## config.mk

```make
export PLATFORM = sky130hd
export DESIGN_NAME = nine_key_matrix_scanner
export DESIGN_NICKNAME = d
export VERILOG_FILES = /design/src/rtl/nine_key_matrix_scanner.sv
export SDC_FILE = /design/constraint.sdc
export NUM_CORES = 1
export LEC_CHECK = 0
export ABC_AREA = 1
export BUFFER_PORTS_ARGS = -buffer_cell sky130_fd_sc_hd__buf_2
export CAP_MARGIN = 20
export CORE_MARGIN = 2
export CORE_UTILIZATION = 40
export DETAILED_ROUTE_END_ITERATION = 6
export PLACE_DENSITY = 0.66
export SKIP_CTS_REPAIR_TIMING = 1
export SYNTH_ARGS = -nofsm -noshare
export SYNTH_HDL_FRONTEND = slang
export SYNTH_SLANG_ARGS = --single-unit
```

## constraint.sdc

```tcl
create_clock -name clk -period 6.2 [get_ports clk]
set_clock_uncertainty 0.05 [all_clocks]
set_input_delay 0.62 -clock clk [delete_from_list [all_inputs] [get_ports clk]]
set_output_delay 0.62 -clock clk [all_outputs]
set_load 0.05 [all_outputs]
```

## src/rtl/nine_key_matrix_scanner.sv

```systemverilog
// 3x3 push-button matrix scanner: drives one active-low column at a time, samples the rows,
// debounces whole frames and reports the debounced key mask plus a key code on each new press.
module nine_key_matrix_scanner #(
    parameter int SCAN_DIV = 4,
    parameter int DEBOUNCE = 3
) (
    input  logic       clk,
    input  logic       rst,
    input  logic [2:0] rows_in,
    output logic [2:0] cols_out,
    output logic [8:0] keys,
    output logic       any_key,
    output logic       key_valid,
    output logic [3:0] key_code
);

    localparam int SLOT_W = (SCAN_DIV > 2) ? $clog2(SCAN_DIV) : 1;
    localparam int STAB_W = (DEBOUNCE > 1) ? $clog2(DEBOUNCE + 1) : 1;
    localparam logic [SLOT_W-1:0] SLOT_LAST = SLOT_W'(SCAN_DIV - 1);
    localparam logic [STAB_W-1:0] STAB_MAX  = STAB_W'(DEBOUNCE);

    typedef enum logic [1:0] {COL0 = 2'd0, COL1 = 2'd1, COL2 = 2'd2} col_e;

    col_e              col_q, col_d;
    logic [SLOT_W-1:0] slot_q, slot_d;
    logic [2:0]        rows_s1_q, rows_s2_q;
    logic [8:0]        raw_q, raw_d;
    logic [8:0]        prev_q, prev_d;
    logic [8:0]        keys_q, keys_d;
    logic [STAB_W-1:0] stable_q, stable_d;
    logic              any_q, any_d;
    logic              valid_q, valid_d;
    logic [3:0]        code_q, code_d;

    logic       sample;
    logic [8:0] frame;
    logic [8:0] new_bits;

    // Two-flop synchronizer on the asynchronous row senses; no reset needed on pure data.
    always_ff @(posedge clk) begin
        rows_s1_q <= rows_in;
        rows_s2_q <= rows_s1_q;
    end

    always_ff @(posedge clk) begin
        if (rst) begin
            col_q    <= COL0;
            slot_q   <= '0;
            raw_q    <= '0;
            prev_q   <= '0;
            keys_q   <= '0;
            stable_q <= '0;
            any_q    <= 1'b0;
            valid_q  <= 1'b0;
            code_q   <= '0;
        end else begin
            col_q    <= col_d;
            slot_q   <= slot_d;
            raw_q    <= raw_d;
            prev_q   <= prev_d;
            keys_q   <= keys_d;
            stable_q <= stable_d;
            any_q    <= any_d;
            valid_q  <= valid_d;
            code_q   <= code_d;
        end
    end

    always_comb begin
        col_d    = col_q;
        slot_d   = slot_q + 1'b1;
        raw_d    = raw_q;
        prev_d   = prev_q;
        keys_d   = keys_q;
        stable_d = stable_q;
        any_d    = any_q;
        valid_d  = 1'b0;
        code_d   = code_q;

        sample = (slot_q == SLOT_LAST);
        // The frame in progress with the current column's rows merged in.
        frame = raw_q;
        for (int r = 0; r < 3; r++) begin
            frame[r * 3 + int'(col_q)] = ~rows_s2_q[r];
        end
        new_bits = frame & ~keys_q;

        if (sample) begin
            slot_d = '0;
            raw_d  = frame;
            case (col_q)
                COL0:    col_d = COL1;
                COL1:    col_d = COL2;
                default: col_d = COL0;
            endcase
        end

        if (sample && col_q == COL2) begin
            if (frame == prev_q) begin
                stable_d = (stable_q == STAB_MAX) ? stable_q : stable_q + 1'b1;
            end else begin
                stable_d = STAB_W'(1);
            end
            prev_d = frame;
            if (stable_d == STAB_MAX && frame != keys_q) begin
                keys_d = frame;
                any_d  = |frame;
                if (new_bits != '0) begin
                    valid_d = 1'b1;
                    // Descending scan so the lowest newly pressed index wins.
                    for (int i = 8; i >= 0; i--) begin
                        if (new_bits[i]) code_d = 4'(i);
                    end
                end
            end
        end
    end

    always_comb begin
        case (col_q)
            COL0:    cols_out = 3'b110;
            COL1:    cols_out = 3'b101;
            default: cols_out = 3'b011;
        endcase
    end

    assign keys      = keys_q;
    assign any_key   = any_q;
    assign key_valid = valid_q;
    assign key_code  = code_q;

endmodule

```

==> impl_metrics.env <==
export IMPL_status="finished clean"
export IMPL_synthTopCellsByArea="dfxtp_1 (37%), nand2_1 (13%), inv_1 (9.4%)"
export IMPL_crit_top_cell="nand2_1"
export IMPL_track_usage=0.183
export IMPL_rows=28
export IMPL_ys_ff_latch=45
export IMPL_timing_rr_end="keys[1]"
export IMPL_gr_usage_met3=0.0489
export IMPL_fin_crit_sh=0.460
export IMPL_overflow=0
export IMPL_cts_tree="built"
export IMPL_syn_inst=351
export IMPL_nets=395
export IMPL_power_density_nw_per_um2=234
export IMPL_max_cap_violations=0
export IMPL_clk_path_buf_depth=2
export IMPL_hp_class="reg -> reg"
export IMPL_grt_pass1_vias=2040
export IMPL_n_fill_cell=604
export IMPL_finalCriticalPeriod_ns=2.85
export IMPL_top_usage_layer="met2"
export IMPL_ant_nets=0
export IMPL_yosysWarnings=0
export IMPL_start_util=0.416
export IMPL_hpwl_mm=4.15
export IMPL_cpMaxStageDelayCell="dfxtp_1"
export IMPL_instances_no_fill=449
export IMPL_first_iter_violations=107
export IMPL_synth_area_um2=2460
export IMPL_grt_max_degree=26
export IMPL_cp_endpoint="keys[1]"
export IMPL_critPathMaxFanout=12
export IMPL_dr_pass1_iters=5
export IMPL_clock_latency_ns=0.31
export IMPL_core_region_area_um2=5920
export IMPL_hold_violations=0
export IMPL_vias_per_cell=4.83
export IMPL_diodes=0
export IMPL_start_kind="register"
export IMPL_totalWireLength_mm=5.51
export IMPL_gp_congestion=0.930
export IMPL_vias=2170
export IMPL_tightest_slew_ns=0.773
export IMPL_fmaxAchievable_mhz=350
export IMPL_cts_buffers=5
export IMPL_avgRoutedWirePerCell_um=12.3
export IMPL_yosysSeqAreaShare=0.366
export IMPL_dieArea_um2=6800
export IMPL_drive_above_1_share=0.171
export IMPL_tns_ns=0
export IMPL_criticalPathCategory="reg -> reg"
export IMPL_yosysTopAreaCellShare=0.366
export IMPL_syn_nets=373
export IMPL_total_power_mw=0.643
export IMPL_yosysTopAreaCell="dfxtp_1"
export IMPL_cpPeakStageDelay_ns=0.49
export IMPL_use_met2=0.304
export IMPL_antenna_found_initial=0
export IMPL_cp_arrival_ns=3.00
export IMPL_place_inst=441
export IMPL_max_slew_margin=0.484
export IMPL_cp_end_kind="register"
export IMPL_grt_util_met1=0.229
export IMPL_clockRootBuffer="clkbuf_8"
export IMPL_r2r_cells=16
export IMPL_clock_sinks=45
export IMPL_cts_htree_levels=2
export IMPL_io_pins=23
export IMPL_cp_required_ns=6.34
export IMPL_drc=0
export IMPL_port_buffers=22
export IMPL_die_y_um=82.5
export IMPL_setup_viol=0
export IMPL_clk_pin_slew_ns=0.09
export IMPL_yosysUniqueCellTypes=29
export IMPL_rsz0062_at_grt="no"
export IMPL_power_leakage_nw=1.38
export IMPL_peakVddDrop_mv=0.139
export IMPL_grt_pass1_wl_mm=9.33
export IMPL_r2r_slack_ns=3.35
export IMPL_worstPathCellList="inv_2 > ha_1 > nand2_2 > nand3_2 > nand2_2 > inv_1 > ha_1 > nand2_1 > nor3_1 > nand4_1 > nand2_1 > inv_1 > nand2_2 > nand2_1 > nand2_1 > a21oi_1"
export IMPL_syn_to_final_growth_pct=11.7
export IMPL_regToRegStartpoint="col_q[0]"
export IMPL_startpoint="col_q[0]"
export IMPL_fp_dieW_um=82.5
export IMPL_finalMaxSlewViolations=0
export IMPL_synth_area_per_cell_um2=7.02
==> registers in the layout, indices dropped and copies added, names as in the netlist <==
| signal | count |
|---|---|
| col_q | 2 |
| keys | 9 |
| raw_q | 9 |
| rows_s2_q | 3 |
| key_code | 4 |
| slot_q | 2 |
| any_key | 1 |
| stable_q | 2 |
| key_valid | 1 |
| prev_q | 9 |
| rows_s1_q | 3 |
==> per-stage QoR <==
step | setup WS, ns | util | area, µm² | hold slack [ns]
6_report | 3.35 | 0.465 | 2750 | 0.284
5_1_grt | 3.01 | 0.465 | 2750 | 0.294
4_1_cts | 3.34 | 0.465 | 2750 | 0.284
3_5_place_dp | 3.35 | 0.445 | 2630 | 0.262
3_3_place_gp | 3.44 | 0.445 | 2630 | 0.260
2_1_floorplan | 3.64 | - | 2460 | 0.260
==> metal layers <==
metal / up-vias / routed length, µm
met1: 975 / 2710
met5: - / 0
met4: 0 / 75
met2: 39 / 2530
li1: 1148 / -
met3: 8 / 191
==> where the power goes <==
| part | internal [mW] | switching [mW] |
|---|---|---|
| logic | 0.0323 | 0.0723 |
| clock network | 0.131 | 0.108 |
| registers | 0.295 | 0.00454 |
==> how the worst min path moves through the flow <==
stage,from,end,cells after the start
after detailed placement,rows_s1_q[1],rows_s2_q[1],0
after global placement,rows_s1_q[2],rows_s2_q[2],0
after CTS,rows_s1_q[1],rows_s2_q[1],0
after floorplan,rows_s1_q[0],rows_s2_q[0],0
after global routing,rows_s1_q[1],rows_s2_q[1],0
final,rows_s1_q[1],rows_s2_q[1],0
==> synthesized netlist by cell type <==
| master | instances |
|---|---|
| o21ai_1 | 2 |
| dfxtp_1 | 45 |
| nand4_1 | 2 |
| nor2_8 | 1 |
| nor2_1 | 17 |
| o22ai_1 | 6 |
| a31oi_1 | 1 |
| or2_4 | 1 |
| nand4_2 | 1 |
| nor4_1 | 2 |
| buf_2 | 1 |
| o21ai_0 | 20 |
| nor3_1 | 5 |
| nand3_1 | 25 |
| buf_6 | 1 |
| nand2_2 | 7 |
| nor2_2 | 4 |
| ha_1 | 17 |
| inv_1 | 62 |
| a21oi_1 | 20 |
| or2_2 | 1 |
| clkbuf_1 | 5 |
| nor2_4 | 2 |
| o21ai_2 | 1 |
| nand3_2 | 3 |
| nand2_4 | 2 |
| nand2_1 | 86 |
| inv_2 | 6 |
| a21oi_2 | 5 |
==> area by class of cell <==
class                   instances  area [µm²]  area share
clock buffers                   6        82.6      0.0300
well taps                      75        93.8      0.0341
repair buffers                 22         110      0.0400
flip-flops and latches         45         901       0.327
inverters                      68         255      0.0927
multi-input cells             231        1270       0.462
clock inverters                 2        37.5      0.0136
==> cell families after synthesis <==
| kind of cell | Yosys count | synth area share |
|---|---|---|
| compound gates | 55 | 0.124 |
| fa+ha+maj | 17 | 0.0863 |
| buf+inv | 75 | 0.118 |
| flops | 45 | 0.366 |
| simple gates | 159 | 0.306 |
==> critical path: cells and delay by family (launching register included) <==
| kind | cells | cell delay, ns |
|---|---|---|
| simple gates | 10 | 1.21 |
| compound gates | 1 | 0.06 |
| fa+ha+maj | 2 | 0.58 |
| buf+inv | 3 | 0.36 |
| flops | 1 | 0.49 |
==> cells in the final DEF (no fill, tap or decap), drive strengths merged, types with 3 or more instances in the layout <==
cell type  instances
nand3             28
buf               22
inv               68
o22ai              6
nand2             95
dfxtp             45
ha                17
o21ai             23
nor3               5
a21oi             25
clkbuf             6
nor2              24
nand4              3
No activity file was read; power rests on OpenSTA's default activity.
